===== src/rtl/dmem_arb_pkg.sv =====
// rtl/dmem_arb_pkg.sv - shared types and defaults for the image data ROM arbiter
package dmem_arb_pkg;

  typedef enum logic {ARB_CPU, ARB_DMA} arb_state_t;

  localparam int REQ_CPU = 0;
  localparam int REQ_DMA = 1;

  localparam int DATA_W_DEFAULT     = 32;
  localparam int DEPTH_DEFAULT      = 8100;
  localparam int STARVE_MAX_DEFAULT = 4;

  function automatic logic [15:0] sat_inc16(input logic [15:0] val, input logic en);
    return (en && val != 16'hFFFF) ? val + 16'd1 : val;
  endfunction

endpackage


===== src/rtl/dmem_arb_if.sv =====
// rtl/dmem_arb_if.sv - CPU, DMA and ROM signal bundle of the data ROM arbiter
interface dmem_arb_if #(
  parameter int DATA_W = 32
);
  logic              cpu_req;
  logic [31:0]       cpu_addr;
  logic              cpu_gnt;
  logic              cpu_rvalid;
  logic [DATA_W-1:0] cpu_rdata;
  logic              dma_req;
  logic [31:0]       dma_addr;
  logic              dma_gnt;
  logic              dma_rvalid;
  logic [DATA_W-1:0] dma_rdata;
  logic [31:0]       rom_addr;
  logic [DATA_W-1:0] rom_rd;
  logic              oob_err;

  modport slave (
    input  cpu_req, cpu_addr, dma_req, dma_addr, rom_rd,
    output cpu_gnt, cpu_rvalid, cpu_rdata, dma_gnt, dma_rvalid, dma_rdata, rom_addr, oob_err
  );

  modport master (
    output cpu_req, cpu_addr, dma_req, dma_addr, rom_rd,
    input  cpu_gnt, cpu_rvalid, cpu_rdata, dma_gnt, dma_rvalid, dma_rdata, rom_addr, oob_err
  );
endinterface


===== src/rtl/dmem_arb_stats.sv =====
// rtl/dmem_arb_stats.sv - saturating grant/stall counters, used under DMEM_ARB_STATS_EN
module dmem_arb_stats
  import dmem_arb_pkg::*;
(
  input  logic        clk,
  input  logic        rst,
  input  logic        cpu_gnt,
  input  logic        dma_gnt,
  input  logic        cpu_stall,
  output logic [15:0] stat_cpu_gnt,
  output logic [15:0] stat_dma_gnt,
  output logic [15:0] stat_cpu_stall
);
  logic [15:0] cpu_gnt_cnt_q, cpu_gnt_cnt_d;
  logic [15:0] dma_gnt_cnt_q, dma_gnt_cnt_d;
  logic [15:0] stall_cnt_q, stall_cnt_d;

  always_comb begin
    cpu_gnt_cnt_d = sat_inc16(cpu_gnt_cnt_q, cpu_gnt);
    dma_gnt_cnt_d = sat_inc16(dma_gnt_cnt_q, dma_gnt);
    stall_cnt_d   = sat_inc16(stall_cnt_q, cpu_stall);
  end

  always_ff @(posedge clk) begin
    if (rst) begin
      cpu_gnt_cnt_q <= '0;
      dma_gnt_cnt_q <= '0;
      stall_cnt_q   <= '0;
    end else begin
      cpu_gnt_cnt_q <= cpu_gnt_cnt_d;
      dma_gnt_cnt_q <= dma_gnt_cnt_d;
      stall_cnt_q   <= stall_cnt_d;
    end
  end

  assign stat_cpu_gnt   = cpu_gnt_cnt_q;
  assign stat_dma_gnt   = dma_gnt_cnt_q;
  assign stat_cpu_stall = stall_cnt_q;
endmodule


===== src/rtl/dmem_rom_arbiter.sv =====
// rtl/dmem_rom_arbiter.sv - CPU-priority arbiter for the image data ROM with DMA starvation guard
// Optional statistics counters are built when DMEM_ARB_STATS_EN is defined.
module dmem_rom_arbiter
  import dmem_arb_pkg::*;
#(
  parameter int DATA_W     = DATA_W_DEFAULT,
  parameter int DEPTH      = DEPTH_DEFAULT,
  parameter int STARVE_MAX = STARVE_MAX_DEFAULT
) (
  input  logic        clk,
  input  logic        rst,
  dmem_arb_if.slave   bus
`ifdef DMEM_ARB_STATS_EN
  ,
  output logic [15:0] stat_cpu_gnt,
  output logic [15:0] stat_dma_gnt,
  output logic [15:0] stat_cpu_stall
`endif
);
  localparam int CW = $clog2(STARVE_MAX + 1);
  localparam logic [CW-1:0] SMAX    = CW'(STARVE_MAX);
  localparam logic [CW-1:0] SMAX_M1 = CW'(STARVE_MAX - 1);

  arb_state_t        state_q, state_d;
  logic [CW-1:0]     starve_q, starve_d;
  logic              cpu_rvalid_q, cpu_rvalid_d;
  logic              dma_rvalid_q, dma_rvalid_d;
  logic [DATA_W-1:0] cpu_rdata_q, cpu_rdata_d;
  logic [DATA_W-1:0] dma_rdata_q, dma_rdata_d;
  logic              oob_q, oob_d;
  logic              cpu_gnt, dma_gnt, oob;
  logic [31:0]       rom_addr;
  logic [DATA_W-1:0] rd_data;

  always_comb begin
    cpu_gnt = 1'b0;
    dma_gnt = 1'b0;
    state_d = state_q;
    // A forced DMA slot falls back to the CPU if the DMA has already withdrawn.
    if (!rst) begin
      if (state_q == ARB_DMA && bus.dma_req) dma_gnt = 1'b1;
      else if (bus.cpu_req)                  cpu_gnt = 1'b1;
      else if (bus.dma_req)                  dma_gnt = 1'b1;
    end

    starve_d = starve_q;
    if (!bus.dma_req || dma_gnt) starve_d = '0;
    else if (starve_q != SMAX)   starve_d = starve_q + 1'b1;

    case (state_q)
      ARB_CPU: if (bus.dma_req && !dma_gnt && starve_q == SMAX_M1) state_d = ARB_DMA;
      ARB_DMA: state_d = ARB_CPU;
      default: state_d = ARB_CPU;
    endcase

    rom_addr = cpu_gnt ? bus.cpu_addr : (dma_gnt ? bus.dma_addr : 32'd0);
    oob      = (cpu_gnt || dma_gnt) && (rom_addr >= 32'(DEPTH));
    rd_data  = oob ? '0 : bus.rom_rd;

    cpu_rvalid_d = cpu_gnt;
    dma_rvalid_d = dma_gnt;
    cpu_rdata_d  = cpu_gnt ? rd_data : cpu_rdata_q;
    dma_rdata_d  = dma_gnt ? rd_data : dma_rdata_q;
    oob_d        = oob;
  end

  always_ff @(posedge clk) begin
    if (rst) begin
      state_q      <= ARB_CPU;
      starve_q     <= '0;
      cpu_rvalid_q <= 1'b0;
      dma_rvalid_q <= 1'b0;
      cpu_rdata_q  <= '0;
      dma_rdata_q  <= '0;
      oob_q        <= 1'b0;
    end else begin
      state_q      <= state_d;
      starve_q     <= starve_d;
      cpu_rvalid_q <= cpu_rvalid_d;
      dma_rvalid_q <= dma_rvalid_d;
      cpu_rdata_q  <= cpu_rdata_d;
      dma_rdata_q  <= dma_rdata_d;
      oob_q        <= oob_d;
    end
  end

  assign bus.cpu_gnt    = cpu_gnt;
  assign bus.dma_gnt    = dma_gnt;
  assign bus.rom_addr   = rom_addr;
  assign bus.cpu_rvalid = cpu_rvalid_q;
  assign bus.dma_rvalid = dma_rvalid_q;
  assign bus.cpu_rdata  = cpu_rdata_q;
  assign bus.dma_rdata  = dma_rdata_q;
  assign bus.oob_err    = oob_q;

`ifdef DMEM_ARB_STATS_EN
  dmem_arb_stats u_stats (
    .clk            (clk),
    .rst            (rst),
    .cpu_gnt        (cpu_gnt),
    .dma_gnt        (dma_gnt),
    .cpu_stall      (bus.cpu_req && !cpu_gnt),
    .stat_cpu_gnt   (stat_cpu_gnt),
    .stat_dma_gnt   (stat_dma_gnt),
    .stat_cpu_stall (stat_cpu_stall)
  );
`endif
endmodule

===== src/flat_wrapper.sv =====
// flat-port wrapper written by rule: the top's interface ports become plain ports
module dmem_rom_arbiter_flat import dmem_arb_pkg::*;
#(
  parameter int DATA_W     = DATA_W_DEFAULT,
  parameter int DEPTH      = DEPTH_DEFAULT,
  parameter int STARVE_MAX = STARVE_MAX_DEFAULT
)
  (clk, rst, bus_cpu_req, bus_cpu_addr, bus_dma_req, bus_dma_addr, bus_rom_rd, bus_cpu_gnt, bus_cpu_rvalid, bus_cpu_rdata, bus_dma_gnt, bus_dma_rvalid, bus_dma_rdata, bus_rom_addr, bus_oob_err);
  dmem_arb_if #(.DATA_W(DATA_W)) bus_i ();
  input  logic clk;
  input  logic rst;
  input wire logic [$bits(bus_i.cpu_req)-1:0] bus_cpu_req;
  input wire logic [$bits(bus_i.cpu_addr)-1:0] bus_cpu_addr;
  input wire logic [$bits(bus_i.dma_req)-1:0] bus_dma_req;
  input wire logic [$bits(bus_i.dma_addr)-1:0] bus_dma_addr;
  input wire logic [$bits(bus_i.rom_rd)-1:0] bus_rom_rd;
  output wire logic [$bits(bus_i.cpu_gnt)-1:0] bus_cpu_gnt;
  output wire logic [$bits(bus_i.cpu_rvalid)-1:0] bus_cpu_rvalid;
  output wire logic [$bits(bus_i.cpu_rdata)-1:0] bus_cpu_rdata;
  output wire logic [$bits(bus_i.dma_gnt)-1:0] bus_dma_gnt;
  output wire logic [$bits(bus_i.dma_rvalid)-1:0] bus_dma_rvalid;
  output wire logic [$bits(bus_i.dma_rdata)-1:0] bus_dma_rdata;
  output wire logic [$bits(bus_i.rom_addr)-1:0] bus_rom_addr;
  output wire logic [$bits(bus_i.oob_err)-1:0] bus_oob_err;
  assign bus_i.cpu_req = bus_cpu_req;
  assign bus_i.cpu_addr = bus_cpu_addr;
  assign bus_i.dma_req = bus_dma_req;
  assign bus_i.dma_addr = bus_dma_addr;
  assign bus_i.rom_rd = bus_rom_rd;
  assign bus_cpu_gnt = bus_i.cpu_gnt;
  assign bus_cpu_rvalid = bus_i.cpu_rvalid;
  assign bus_cpu_rdata = bus_i.cpu_rdata;
  assign bus_dma_gnt = bus_i.dma_gnt;
  assign bus_dma_rvalid = bus_i.dma_rvalid;
  assign bus_dma_rdata = bus_i.dma_rdata;
  assign bus_rom_addr = bus_i.rom_addr;
  assign bus_oob_err = bus_i.oob_err;
  dmem_rom_arbiter #(.DATA_W(DATA_W), .DEPTH(DEPTH), .STARVE_MAX(STARVE_MAX)) u_core (.clk(clk), .rst(rst), .bus(bus_i));
endmodule

===== config.mk =====
export PLATFORM = sky130hd
export DESIGN_NAME = dmem_rom_arbiter_flat
export DESIGN_NICKNAME = d
export VERILOG_FILES = /design/src/rtl/dmem_arb_pkg.sv /design/src/rtl/dmem_arb_if.sv /design/src/rtl/dmem_arb_stats.sv /design/src/rtl/dmem_rom_arbiter.sv /design/src/flat_wrapper.sv
export SDC_FILE = /design/constraint.sdc
export NUM_CORES = 1
export LEC_CHECK = 0
export CAP_MARGIN = 40
export CORE_MARGIN = 2
export CORE_UTILIZATION = 35
export DETAILED_ROUTE_END_ITERATION = 8
export PLACE_DENSITY = 0.78
export SLEW_MARGIN = 0
export SYNTH_ARGS = -nofsm -noshare
export SYNTH_HDL_FRONTEND = slang
export SYNTH_SLANG_ARGS = --single-unit
export TNS_END_PERCENT = 100

===== constraint.sdc =====
create_clock -name clk -period 2.7 [get_ports clk]
set_input_delay 0.405 -clock clk [delete_from_list [all_inputs] [get_ports clk]]
set_output_delay 0.405 -clock clk [all_outputs]
set_load 0.02 [all_outputs]

After elaboration in Yosys (flattened, before gate mapping)
Cells that the tools add are included.
{"block": "classes", "addsub": 1, "reduce_logical": 9, "order_cmp": 1, "eq_ne": 2, "bitwise": 1, "mux": 12}
{"cell": "$mux W32", "n": 3}
{"cell": "$ge A32 B13 Y1 const B", "n": 1}
{"cell": "$mux W1", "n": 8}
{"cell": "$logic_and A1 B1 Y1", "n": 4}
{"cell": "$add A3 B1 Y3 const B", "n": 1}
{"cell": "$eq A3 B2 Y1 const B", "n": 1}
{"cell": "$ne A3 B3 Y1 const B", "n": 1}
{"cell": "$logic_not A1 Y1", "n": 2}
{"cell": "$logic_or A1 B1 Y1", "n": 2}
{"cell": "$pmux W1 S2", "n": 1}
{"cell": "$reduce_or A2 Y1", "n": 1}
{"cell": "$not A1 Y1", "n": 1}
{"block": "word_totals", "in_bits": 100, "elab_cells": 33, "out_inout_bits": 101, "regBits": 71}

Depth between registers and ports, before layout
{"block": "depth", "depth_word": 9, "depth_mapped": 10, "ltp_nobuf": 7}

Worst setup path before layout
No wires, ideal clock.
{"block": "synth_path", "path_type": "input-to-reg", "startpoint": "in bus_dma_req", "endpoint": "reg u_core.cpu_rdata_q[10] (netlist: u_core.bus.cpu_rdata[10])", "arrival_ps": 2123, "setup_slack_ps": 457, "cell_stages": 9, "setup_ps": 120, "path_cell_list": "buf_2 buf_1 a32oi_1 nor2_1 nand4_1 nor3b_2 buf_2 buf_4 o31ai_2"}
{"block": "synth_between", "elab_chain_len": 9}
{"item": "start, declared", "line_no": "flat_wrapper.sv:14", "text": "input wire logic [$bits(bus_i.dma_req)-1:0] bus_dma_req;"}
{"item": "$mux W1", "line_no": "dmem_rom_arbiter.sv:43", "text": "else if (bus.dma_req) dma_gnt = 1'b1;"}
{"item": "$mux W1", "line_no": "dmem_rom_arbiter.sv:42", "text": "else if (bus.cpu_req) cpu_gnt = 1'b1;"}
{"item": "$mux W1", "line_no": "dmem_rom_arbiter.sv:41", "text": "if (state_q == ARB_DMA && bus.dma_req) dma_gnt = 1'b1;"}
{"item": "$mux W1", "line_no": "dmem_rom_arbiter.sv:40", "text": "if (!rst) begin"}
{"item": "$mux W32", "line_no": "dmem_rom_arbiter.sv:56", "text": "rom_addr = cpu_gnt ? bus.cpu_addr : (dma_gnt ? bus.dma_addr : 32'd0);"}
{"item": "$mux W32 (*)", "line_no": "dmem_rom_arbiter.sv:56"}
{"item": "via bus_rom_addr[8]", "line_no": "flat_wrapper.sv:23", "text": "output wire logic [$bits(bus_i.rom_addr)-1:0] bus_rom_addr;"}
{"item": "$ge A32 B13 Y1 (*)", "line_no": "dmem_rom_arbiter.sv:57", "text": "oob = (cpu_gnt || dma_gnt) && (rom_addr >= 32'(DEPTH));"}
{"item": "$logic_and A1 B1 Y1 (*)", "line_no": "dmem_rom_arbiter.sv:57"}
{"item": "$mux W32 (*)", "line_no": "dmem_rom_arbiter.sv:58", "text": "rd_data = oob ? '0 : bus.rom_rd;"}
{"item": "end signal, assigned", "line_no": "dmem_rom_arbiter.sv:81", "text": "cpu_rdata_q <= cpu_rdata_d;"}
{"item": "end, declared", "line_no": "dmem_rom_arbiter.sv:28", "text": "logic [DATA_W-1:0] cpu_rdata_q, cpu_rdata_d;"}
The timed path passes the listed nets; every way through them passes the cells marked *.
A chain may end at the register's enable or synchronous reset.

Worst setup path after layout
{"block": "layout_path", "startpoint": "in bus_dma_req", "endpoint": "out bus_rom_addr[5]"}
{"block": "layout_between", "elab_chain_len": 6}
{"item": "$mux W1", "line_no": "dmem_rom_arbiter.sv:43"}
{"item": "$mux W1", "line_no": "dmem_rom_arbiter.sv:42"}
{"item": "$mux W1", "line_no": "dmem_rom_arbiter.sv:41"}
{"item": "$mux W1", "line_no": "dmem_rom_arbiter.sv:40"}
{"item": "$mux W32", "line_no": "dmem_rom_arbiter.sv:56"}
{"item": "$mux W32 (*)", "line_no": "dmem_rom_arbiter.sv:56"}
{"item": "end, declared", "line_no": "flat_wrapper.sv:23"}
Mark *: on every way between the ends. The rest lies on a longest branch, timed or not.

==> results.md <==
- Status: completed
- Wire per inst: 17.3 um
- Maximum VDD drop: 0.000315 V
- Synth area leader: dfxtp_1
- First-pass GRT wire length: 20.8 mm
- Final Critical Period: 2650 ps
- Worst-skew pair later-pin latency: 330 ps
- Root Buffer: clkbuf_8
- Fillcell total: 901
- Routed WL: 13.3 mm
- Setup Fix Bufs, Post-CTS: 0
- Unique masters post-synth: 31
- Slew Viols, Final: 0
- Clk network pwr share: 36.4%
- Cell Rows: 37
- CTS Buf Count: 9
- Vias/cell: 5.28
- Total GRT Usage: 22.6%
- Initial DRC count: 184
- Synth warn: 0
- Area growth syn-to-layout: 68.4%
- Initial Util: 36.3%
- Worst path required time: 2300 ps
- Maximum fanout along the worst path: 16
- Hold crit path type: reg -> reg
- R2R depth: 9
- Largest net degree at the start of global routing: 39
- Clk pin slew, worst setup/hold paths: 80 ps
- RSZ-0062 raised after global routing: yes
- Area of the multi-input gates: 2090 um^2
- Max-slew headroom: 74.5%
- GP Congestion: 0.939
- Register area: 1420 um^2
- Ant. Diodes: 0
- Hold-fix buffers, CTS: 0
- Hold Crit Depth: 2
- CTS Buffer Depth: 2
- Internal power: 1860 uW
- Max frequency: 0.378 GHz
- Net Sw Power: 651 uW
- Mapped Cells: 408
- Synthesized area: 3780 um^2
- Max Cap Viol: 0
- Final hold vios: 0
- Layout cell share with drive strength beyond 1: 19.9%
- Synth top area share: 37.6%
- Setup violators final: 0
- Switching share of total power: 26.0%
- # DRC: 0
- Design Power: 2510 uW
- Hold_ws: 490 ps
- WS Path Type: in -> out
- Worst setup SP type: input pin
- Initial antenna violation count: 0
- Core region area: 10,400 um^2
- H-tree Lvls: 3
- PD cells: 394 nW/um^2
- Flop pwr share: 42.4%
- CTS tree: done
- Worst-margin pin slew: 382 ps
- Detailed Routing Iterations Pass 1: 4
- DP Wirelength: 10.1 mm
- Syn Nets: 511
- Combinational share of power: 21.1%
- Post-layout nets: 727
- Vias: 4,042
- Die footprint: 11,600 um^2
- Synth top area cells: dfxtp_1 38%, o31ai_2 17%, nand3b_1 13%
- CP arrival: 2240 ps
- Yosys reg bits: 71
- Syn Area/Cell: 9.26 um^2
- IO buf count: 200
- Leak Pwr: 0.00240 uW
- Vias in the first global route: 4,046
- Tcrit/Tclk final: 98.1%
- Clock skew: 6.92 ps
- Die Ht: 108 um
- Ports: 201
- Seq/Total Area, Yosys: 37.6%
- Die Wd: 108 um
- ANT nets after route: 0
- Clock Sinks: 71
- Grt ovf: 0
- Worst Setup End Kind: output pin
==> power by group through the flow <==
stage / clock [uW] / sequential [uW] / combinational (uW)
detailed placement: 0 / 1090 / 532
CTS: 937 / 1060 / 529
global placement: 0 / 1090 / 525
floorplan: 0 / 1100 / 211
global route: 986 / 1060 / 563
finish: 914 / 1060 / 530
==> through the flow <==
step                      area (um^2)  TNS (ps)  setup slack [ps]  util, %  cells
after global routing             6360     -26.9             -11.8     61.1    765
after global placement           6130     -9570              -164     58.8    749
after CTS                        6330         0              6.49     60.8    765
after floorplan                  3780         0               457        -    408
after detailed placement         6130     -8810              -166     58.8    749
final                            6360         0              51.8     61.1    765
==> layer usage <==
metal | GRT usage [%] | part of all wire (%) | wire length [um] | vias to the layer above
met5 | 0 | 0 | 0 | -
met4 | 6.96 | 1.5 | 203 | 0
met3 | 4.06 | 4.9 | 649 | 14
met2 | 39.6 | 50 | 6670 | 134
met1 | 28.2 | 43 | 5740 | 1962
li1 | - | - | - | 1932
==> registers in the layout, summed over array words and instances (netlist names) <==
signal                 cells
u_core.bus.cpu_rdata      32
u_core.state_q             1
u_core.starve_q            3
u_core.bus.oob_err         1
u_core.bus.dma_rvalid      1
u_core.bus.dma_rdata      32
u_core.bus.cpu_rvalid      1
==> path summary, 6_finish.rpt <==
kind / endpoint / from / slack (ps)
hold reg to reg: u_core.bus.cpu_rdata[0] / u_core.bus.cpu_rdata[0] / 490
setup / recovery: bus_rom_addr[5] / bus_dma_req / 50
setup reg to reg: u_core.bus.dma_rdata[24] / u_core.state_q / 320
hold / removal: u_core.bus.cpu_rdata[0] / u_core.bus.cpu_rdata[0] / 490
==> cell families after synthesis <==
| group | count (synthesis) | share of synthesized area (%) |
|---|---|---|
| buffers and inverters | 53 | 7.61 |
| flip-flops | 71 | 37.6 |
| XOR/XNOR | 1 | 0.232 |
| AO/OA/AOI/OAI | 103 | 28.0 |
| adder cells (fa/ha/maj) | 3 | 0.993 |
| AND/OR/NAND/NOR | 177 | 25.5 |
==> timing repair <==
action,in CTS,in global routing
endpoints found under the hold margin,0,0
setup endpoints to repair,9,17
gates resized for setup,9,11
==> layout make-up <==
| class | instances | share of cell area, % |
|---|---|---|
| clock buffers | 10 | 2.01 |
| inverters | 6 | 0.393 |
| well taps | 136 | 2.67 |
| flip-flops and latches | 71 | 22.3 |
| clock inverters | 6 | 1.34 |
| multi-input cells | 284 | 32.8 |
| repair buffers | 252 | 38.5 |
==> layout by cell type (no fill, tap or decap), drive strengths merged <==
cell type	Yosys	routed
xnor2	1	1
nor2	26	26
nor3	5	5
a21boi	1	1
or2	1	1
o32ai	1	1
a41oi	1	1
dfxtp	71	71
clkinv	0	2
nand3b	65	65
and3b	2	2
clkbuf	26	10
buf	21	53
inv	6	6
nor4	3	3
dlymetal6s2s	0	9
a32oi	24	24
dlygate4sd2	0	9
clkdlybuf4s50	0	181
nand2b	1	1
bufinv	0	2
nand3	1	1
ha	3	3
nor3b	1	1
o31ai	64	64
a22o	8	8
nand4	2	2
nand2	69	69
clkinvlp	0	2
nor2b	1	1
a21oi	4	4
==> cells in the mapped netlist <==
| cell type | count |
|---|---|
| a41oi_1 | 1 |
| o32ai_1 | 1 |
| a22o_1 | 8 |
| or2_1 | 1 |
| ha_1 | 3 |
| buf_1 | 2 |
| buf_2 | 5 |
| buf_4 | 6 |
| nor4_1 | 3 |
| nand3b_1 | 65 |
| nor2_1 | 26 |
| a21boi_2 | 1 |
| nand4_1 | 2 |
| buf_6 | 8 |
| inv_1 | 5 |
| dfxtp_1 | 71 |
| nor2b_1 | 1 |
| nand3_1 | 1 |
| nor3b_2 | 1 |
| and3b_1 | 2 |
| o31ai_1 | 14 |
| xnor2_1 | 1 |
| a32oi_1 | 24 |
| nor3_1 | 5 |
| clkbuf_1 | 26 |
| nand2b_4 | 1 |
| nand2_2 | 1 |
| nand2_1 | 68 |
| a21oi_1 | 4 |
| inv_2 | 1 |
| o31ai_2 | 50 |
==> critical path, stage by stage <==
cell	delay (ps)
clkdlybuf4s50_1	540
buf_4	240
and3b_2	270
a22o_1	180
clkdlybuf4s50_1	610
(Power assumes the default switching activity.)
